`config.mk`:
```
export PLATFORM = sky130hd
export DESIGN_NAME = ow_scratchpad_reader
export DESIGN_NICKNAME = d
export VERILOG_FILES = /design/src/rtl/ow_scratchpad_reader.sv
export SDC_FILE = /design/constraint.sdc
export NUM_CORES = 1
export LEC_CHECK = 0
export ABC_AREA = 0
export CORE_AREA = 3 3 130 119
export CTS_CLUSTER_SIZE = 24
export DETAILED_ROUTE_END_ITERATION = 12
export DIE_AREA = 0 0 133 122
export DONT_BUFFER_PORTS = 1
export HOLD_SLACK_MARGIN = 0.1
export PLACE_DENSITY_LB_ADDON = 0.1
export SLEW_MARGIN = 20
export SYNTH_ARGS = -nofsm -noshare
export SYNTH_HDL_FRONTEND = slang
export SYNTH_SLANG_ARGS = --single-unit
```
`constraint.sdc`:
```
create_clock -name clk -period 5.5 [get_ports clk]
set_input_delay 0.55 -clock clk [delete_from_list [all_inputs] [get_ports clk]]
set_output_delay 0.55 -clock clk [all_outputs]
set_load 0.01 [all_outputs]
```
`src/rtl/ow_scratchpad_reader.sv`:
```
// 1-Wire master read engine: issues 8*NBYTES read slots, streams each sampled bit
// into an external CRC8 register, assembles the scratchpad and flags crc_ok.
module ow_scratchpad_reader #(
  parameter int NBYTES   = 9,
  parameter int T_LOW    = 100,
  parameter int T_SAMPLE = 650,
  parameter int T_SLOT   = 3500
) (
  input  logic                  clk,
  input  logic                  rst,
  input  logic                  i_start,
  input  logic                  i_dq_in,
  output logic                  o_dq_oe,
  output logic                  o_crc_rst,
  output logic                  o_crc_bit,
  output logic                  o_crc_en,
  input  logic [7:0]            i_crc_val,
  output logic [8*NBYTES-1:0]   o_data,
  output logic                  o_busy,
  output logic                  o_done,
  output logic                  o_crc_ok
);

  localparam int NBITS = 8 * NBYTES;
  localparam int CNT_W = $clog2(T_SLOT);
  localparam int IDX_W = (NBITS > 1) ? $clog2(NBITS) : 1;

  localparam logic [CNT_W-1:0] C_LOW_END  = CNT_W'(T_LOW - 1);
  localparam logic [CNT_W-1:0] C_SAMPLE   = CNT_W'(T_SAMPLE);
  localparam logic [CNT_W-1:0] C_SLOT_END = CNT_W'(T_SLOT - 1);
  localparam logic [CNT_W-1:0] C_CNT_ONE  = CNT_W'(1);
  localparam logic [IDX_W-1:0] C_LAST_BIT = IDX_W'(NBITS - 1);
  localparam logic [IDX_W-1:0] C_IDX_ONE  = IDX_W'(1);

  // IDLE wait start | CLR clear CRC | SLOT run read slots | CHECK latch crc_ok | DONE pulse done
  localparam logic [2:0] S_IDLE  = 3'd0;
  localparam logic [2:0] S_CLR   = 3'd1;
  localparam logic [2:0] S_SLOT  = 3'd2;
  localparam logic [2:0] S_CHECK = 3'd3;
  localparam logic [2:0] S_DONE  = 3'd4;

  logic [2:0]         r_state;
  logic [CNT_W-1:0]   r_cnt;
  logic [IDX_W-1:0]   r_idx;
  logic               r_dq_s1;
  logic               r_dq_s2;
  logic               r_dq_oe;
  logic               r_crc_rst;
  logic               r_crc_bit;
  logic               r_crc_en;
  logic [NBITS-1:0]   r_data;
  logic               r_busy;
  logic               r_done;
  logic               r_crc_ok;

  logic w_low_end;
  logic w_sample;
  logic w_slot_end;
  logic w_last_bit;

  assign w_low_end  = (r_cnt == C_LOW_END);
  assign w_sample   = (r_cnt == C_SAMPLE);
  assign w_slot_end = (r_cnt == C_SLOT_END);
  assign w_last_bit = (r_idx == C_LAST_BIT);

  // Idle-high line, so the synchronizer resets to 1.
  always_ff @(posedge clk) begin
    if (rst) begin
      r_dq_s1 <= 1'b1;
      r_dq_s2 <= 1'b1;
    end else begin
      r_dq_s1 <= i_dq_in;
      r_dq_s2 <= r_dq_s1;
    end
  end

  always_ff @(posedge clk) begin
    if (rst) begin
      r_state   <= S_IDLE;
      r_cnt     <= '0;
      r_idx     <= '0;
      r_dq_oe   <= 1'b0;
      r_crc_rst <= 1'b0;
      r_crc_bit <= 1'b0;
      r_crc_en  <= 1'b0;
      r_data    <= '0;
      r_busy    <= 1'b0;
      r_done    <= 1'b0;
      r_crc_ok  <= 1'b0;
    end else begin
      r_crc_rst <= 1'b0;
      r_crc_en  <= 1'b0;
      r_done    <= 1'b0;
      case (r_state)
        S_IDLE: begin
          if (i_start) begin
            r_state   <= S_CLR;
            r_busy    <= 1'b1;
            r_crc_ok  <= 1'b0;
            r_crc_rst <= 1'b1;
          end
        end
        S_CLR: begin
          r_idx   <= '0;
          r_cnt   <= '0;
          r_dq_oe <= 1'b1;
          r_state <= S_SLOT;
        end
        S_SLOT: begin
          if (w_sample) begin
            r_data[r_idx] <= r_dq_s2;
            r_crc_bit     <= r_dq_s2;
            r_crc_en      <= 1'b1;
          end
          // dq_oe is registered in step with cnt so it is high exactly for cnt 0..T_LOW-1.
          if (w_slot_end) begin
            if (w_last_bit) begin
              r_dq_oe <= 1'b0;
              r_state <= S_CHECK;
            end else begin
              r_idx   <= r_idx + C_IDX_ONE;
              r_cnt   <= '0;
              r_dq_oe <= 1'b1;
            end
          end else begin
            r_cnt <= r_cnt + C_CNT_ONE;
            if (w_low_end) begin
              r_dq_oe <= 1'b0;
            end
          end
        end
        S_CHECK: begin
          r_crc_ok <= (i_crc_val == 8'h00);
          r_done   <= 1'b1;
          r_busy   <= 1'b0;
          r_state  <= S_DONE;
        end
        S_DONE: begin
          r_state <= S_IDLE;
        end
        default: begin
          r_state <= S_IDLE;
          r_dq_oe <= 1'b0;
          r_busy  <= 1'b0;
        end
      endcase
    end
  end

  assign o_dq_oe   = r_dq_oe;
  assign o_crc_rst = r_crc_rst;
  assign o_crc_bit = r_crc_bit;
  assign o_crc_en  = r_crc_en;
  assign o_data    = r_data;
  assign o_busy    = r_busy;
  assign o_done    = r_done;
  assign o_crc_ok  = r_crc_ok;

endmodule

```
==> results_dict.tcl <==
set metrics [dict create \
    hold_viol_final 0 \
    skew_ns 0.00707 \
    crit_path_end_kind "flip-flop" \
    tightestPinTransition_ns 0.979 \
    cp-start-kind "flip-flop" \
    maxSlewViolCount 0 \
    die_area_sq_um 16200 \
    ant_nets 0 \
    power_leakage_nw 1.43 \
    critical_path_class "flip-flop to flip-flop" \
    via_count 4201 \
    fin_hold_ws_ns 0.267 \
    antennaDiodeCount 0 \
    cts_num_sinks 103 \
    drt-total-wl_um 15300 \
    ios 91 \
    final_common_cell "dfxtp_1" \
    cts_buffer_depth 2 \
    via_per_inst 5.73 \
    track_usage_pct 18.6 \
    htree_levels 3 \
    cap_viol_max_count 0 \
    drive_gt1_share_pct 7.96 \
    synth_cell_types 53 \
    fmax_mhz 395 \
    antenna_found_initial 0 \
    numCtsBuffers 9 \
    r2r_cells 5 \
    grt_pass1_vias 3749 \
    critPathMaxFanout 15 \
    fin_util_pct 35.9 \
    post_cts_buffers 0 \
    gr-total-overflow 0 \
    setup_viol 0 \
    portBuffers 0 \
    ctsHoldBuffers 0 \
    hp-class "input port to flip-flop" \
    core-area_sq_um 14100 \
    clk_pin_slew_ns 0.07 \
    wl_met1_um 7000 \
    final_cell_mix "dfxtp_1 (102), a21oi_1 (77), o21ai_0 (63), nand3_1 (56)" \
    final.setup.tns_ns 0 \
    cts_tree "built" \
    dr.pass1.iters 5 \
    power_density_nw_per_um2 284 \
    syn_nets 577 \
    dr_wl_met3_um 1360 \
    syn_area_sq_um 4670 \
    die_h_um 122 \
    syn_area_per_cell_sq_um 8.31 \
    grt_pass1_wl_um 23300 \
    rows 41 \
    cts_root_buf "clkbuf_16" \
    relSlewSlack_pct 34.5 \
    ys_seq_area_share_pct 44.2 \
    wire_per_inst_um 20.9 \
    hold_depth 1 \
    drc 0 \
    vdd_ir_drop_max_mv 0.181 \
    fin_nets 550 \
    area_growth_pct 8.41 \
    dp_hpwl_um 9990 \
    initial_core_util_pct 33.1 \
    clk_latency_ns 0.35 \
    place_inst 717 \
    met2_length_um 6700 \
    timing.final.crit_share_pct 46.0 \
    status "finished, final reports clean" \
    cts.repair.resized 0 \
    gp_congestion 0.809 \
    syn_inst 562 \
    top_layer_used "met4" \
    min_period_ns 2.53 \
    die_w_um 133 \
    cp.required_ns 5.78 \
    grt_start_max_net_pins 99 \
    ys_ff_latch 103 \
    n_fill_cell 1468 \
    arrival_ns 2.81 \
    final_cells 733 \
    yosys_warnings 0 \
    drt_iter0_drc 355 \
    rsz0062_at_grt "no" \
]
==> worst paths after layout <==
check | start | to | slack (ns)
worst max-delay path | r_state[1] | o_data[44] | 2.97
worst max register to register | r_state[1] | o_data[44] | 2.97
worst min register to register | r_dq_s1 | r_dq_s2 | 0.42
worst min-delay path | rst | o_busy | 0.27
==> layout make-up <==
class                           count  area, sq um  area share (%)
Timing Repair Buffer                2         15.0           0.297
Clock buffer                       14          284            5.61
Sequential cell                   103         2060            40.8
Clock inverter                      2         12.5           0.247
Multi-Input combinational cell    415         2430            48.0
Inverter                            4         15.0           0.297
Tap cell                          193          241            4.77
==> routing by layer <==
| metal | up-vias | global-route usage (%) |
|---|---|---|
| li1 | 2028 | - |
| met1 | 2016 | 25.6 |
| met2 | 136 | 26.9 |
| met3 | 21 | 6.94 |
| met4 | 0 | 5.78 |
| met5 | - | 0 |
==> state kept, by name, summed over array words and instances, names as in the netlist <==
| register | count |
|---|---|
| r_dq_s1 | 1 |
| o_crc_bit | 1 |
| o_crc_en | 1 |
| o_crc_rst | 1 |
| o_crc_ok | 1 |
| r_idx | 7 |
| o_data | 72 |
| r_state | 3 |
| o_busy | 1 |
| r_dq_s2 | 1 |
| o_done | 1 |
| r_cnt | 12 |
| o_dq_oe | 1 |
==> critical path, cell delays in order (launching register included) <==
cell	delay (ns)
dfxtp_1	0.59
nor4b_4	0.44
nand4_2	0.23
nor3b_2	0.84
nand3_1	0.16
a21oi_1	0.19
==> cell families after synthesis <==
kind of cell               count (synthesis)  synth area share (%)
and+or+nand+nor                          227                  28.2
AOI/OAI and AO/OA                        170                  19.8
DFF                                      103                  44.2
buffers and inverters                     44                  3.91
muxes                                     12                  2.60
xor gates and xnor gates                   3                 0.563
adders and majority gates                  3                 0.804
==> stage by stage <==
stage	worst slack, ns	power, mW	instance area [sq um]
3_5_place_dp	2.99	0.822	4760
6_report	2.97	1.44	5060
5_1_grt	2.72	1.50	5060
3_3_place_gp	3.04	0.822	4760
4_1_cts	2.97	1.46	5060
2_1_floorplan	3.56	0.821	4670
==> where the power goes <==
group,internal [mW],switching [mW]
sequential,0.751,0.00879
combinational,0.0169,0.0285
clock,0.356,0.278
==> synth_stat cells (all sizes together) <==
cell	count	area (sq um)
nor2b	7	43.8
o41ai	1	8.76
or2	4	25.0
nor3b	3	32.5
dfxtp	103	2060
o31ai	5	37.5
nand2	29	109
and3	3	18.8
and4bb	1	12.5
nand4bb	2	38.8
and3b	1	8.76
nor2	31	119
nand4	31	200
or3	7	48.8
and4	1	8.76
buf	11	58.8
inv	4	15.0
nor4b	4	65.1
o311ai	1	8.76
xnor2	3	26.3
clkbuf	29	109
o32ai	1	27.5
mux2i	11	110
or3b	3	26.3
mux2	1	11.3
a21oi	78	394
or4b	1	10.0
nand3	56	280
nand3b	5	37.5
o21ai	77	385
nor3	22	130
and2	3	18.8
o211ai	1	7.51
a311oi	1	8.76
nor4	7	43.8
a31oi	5	46.3
ha	3	37.5
nand2b	6	37.5
Power figures use the tool's default switching activity.
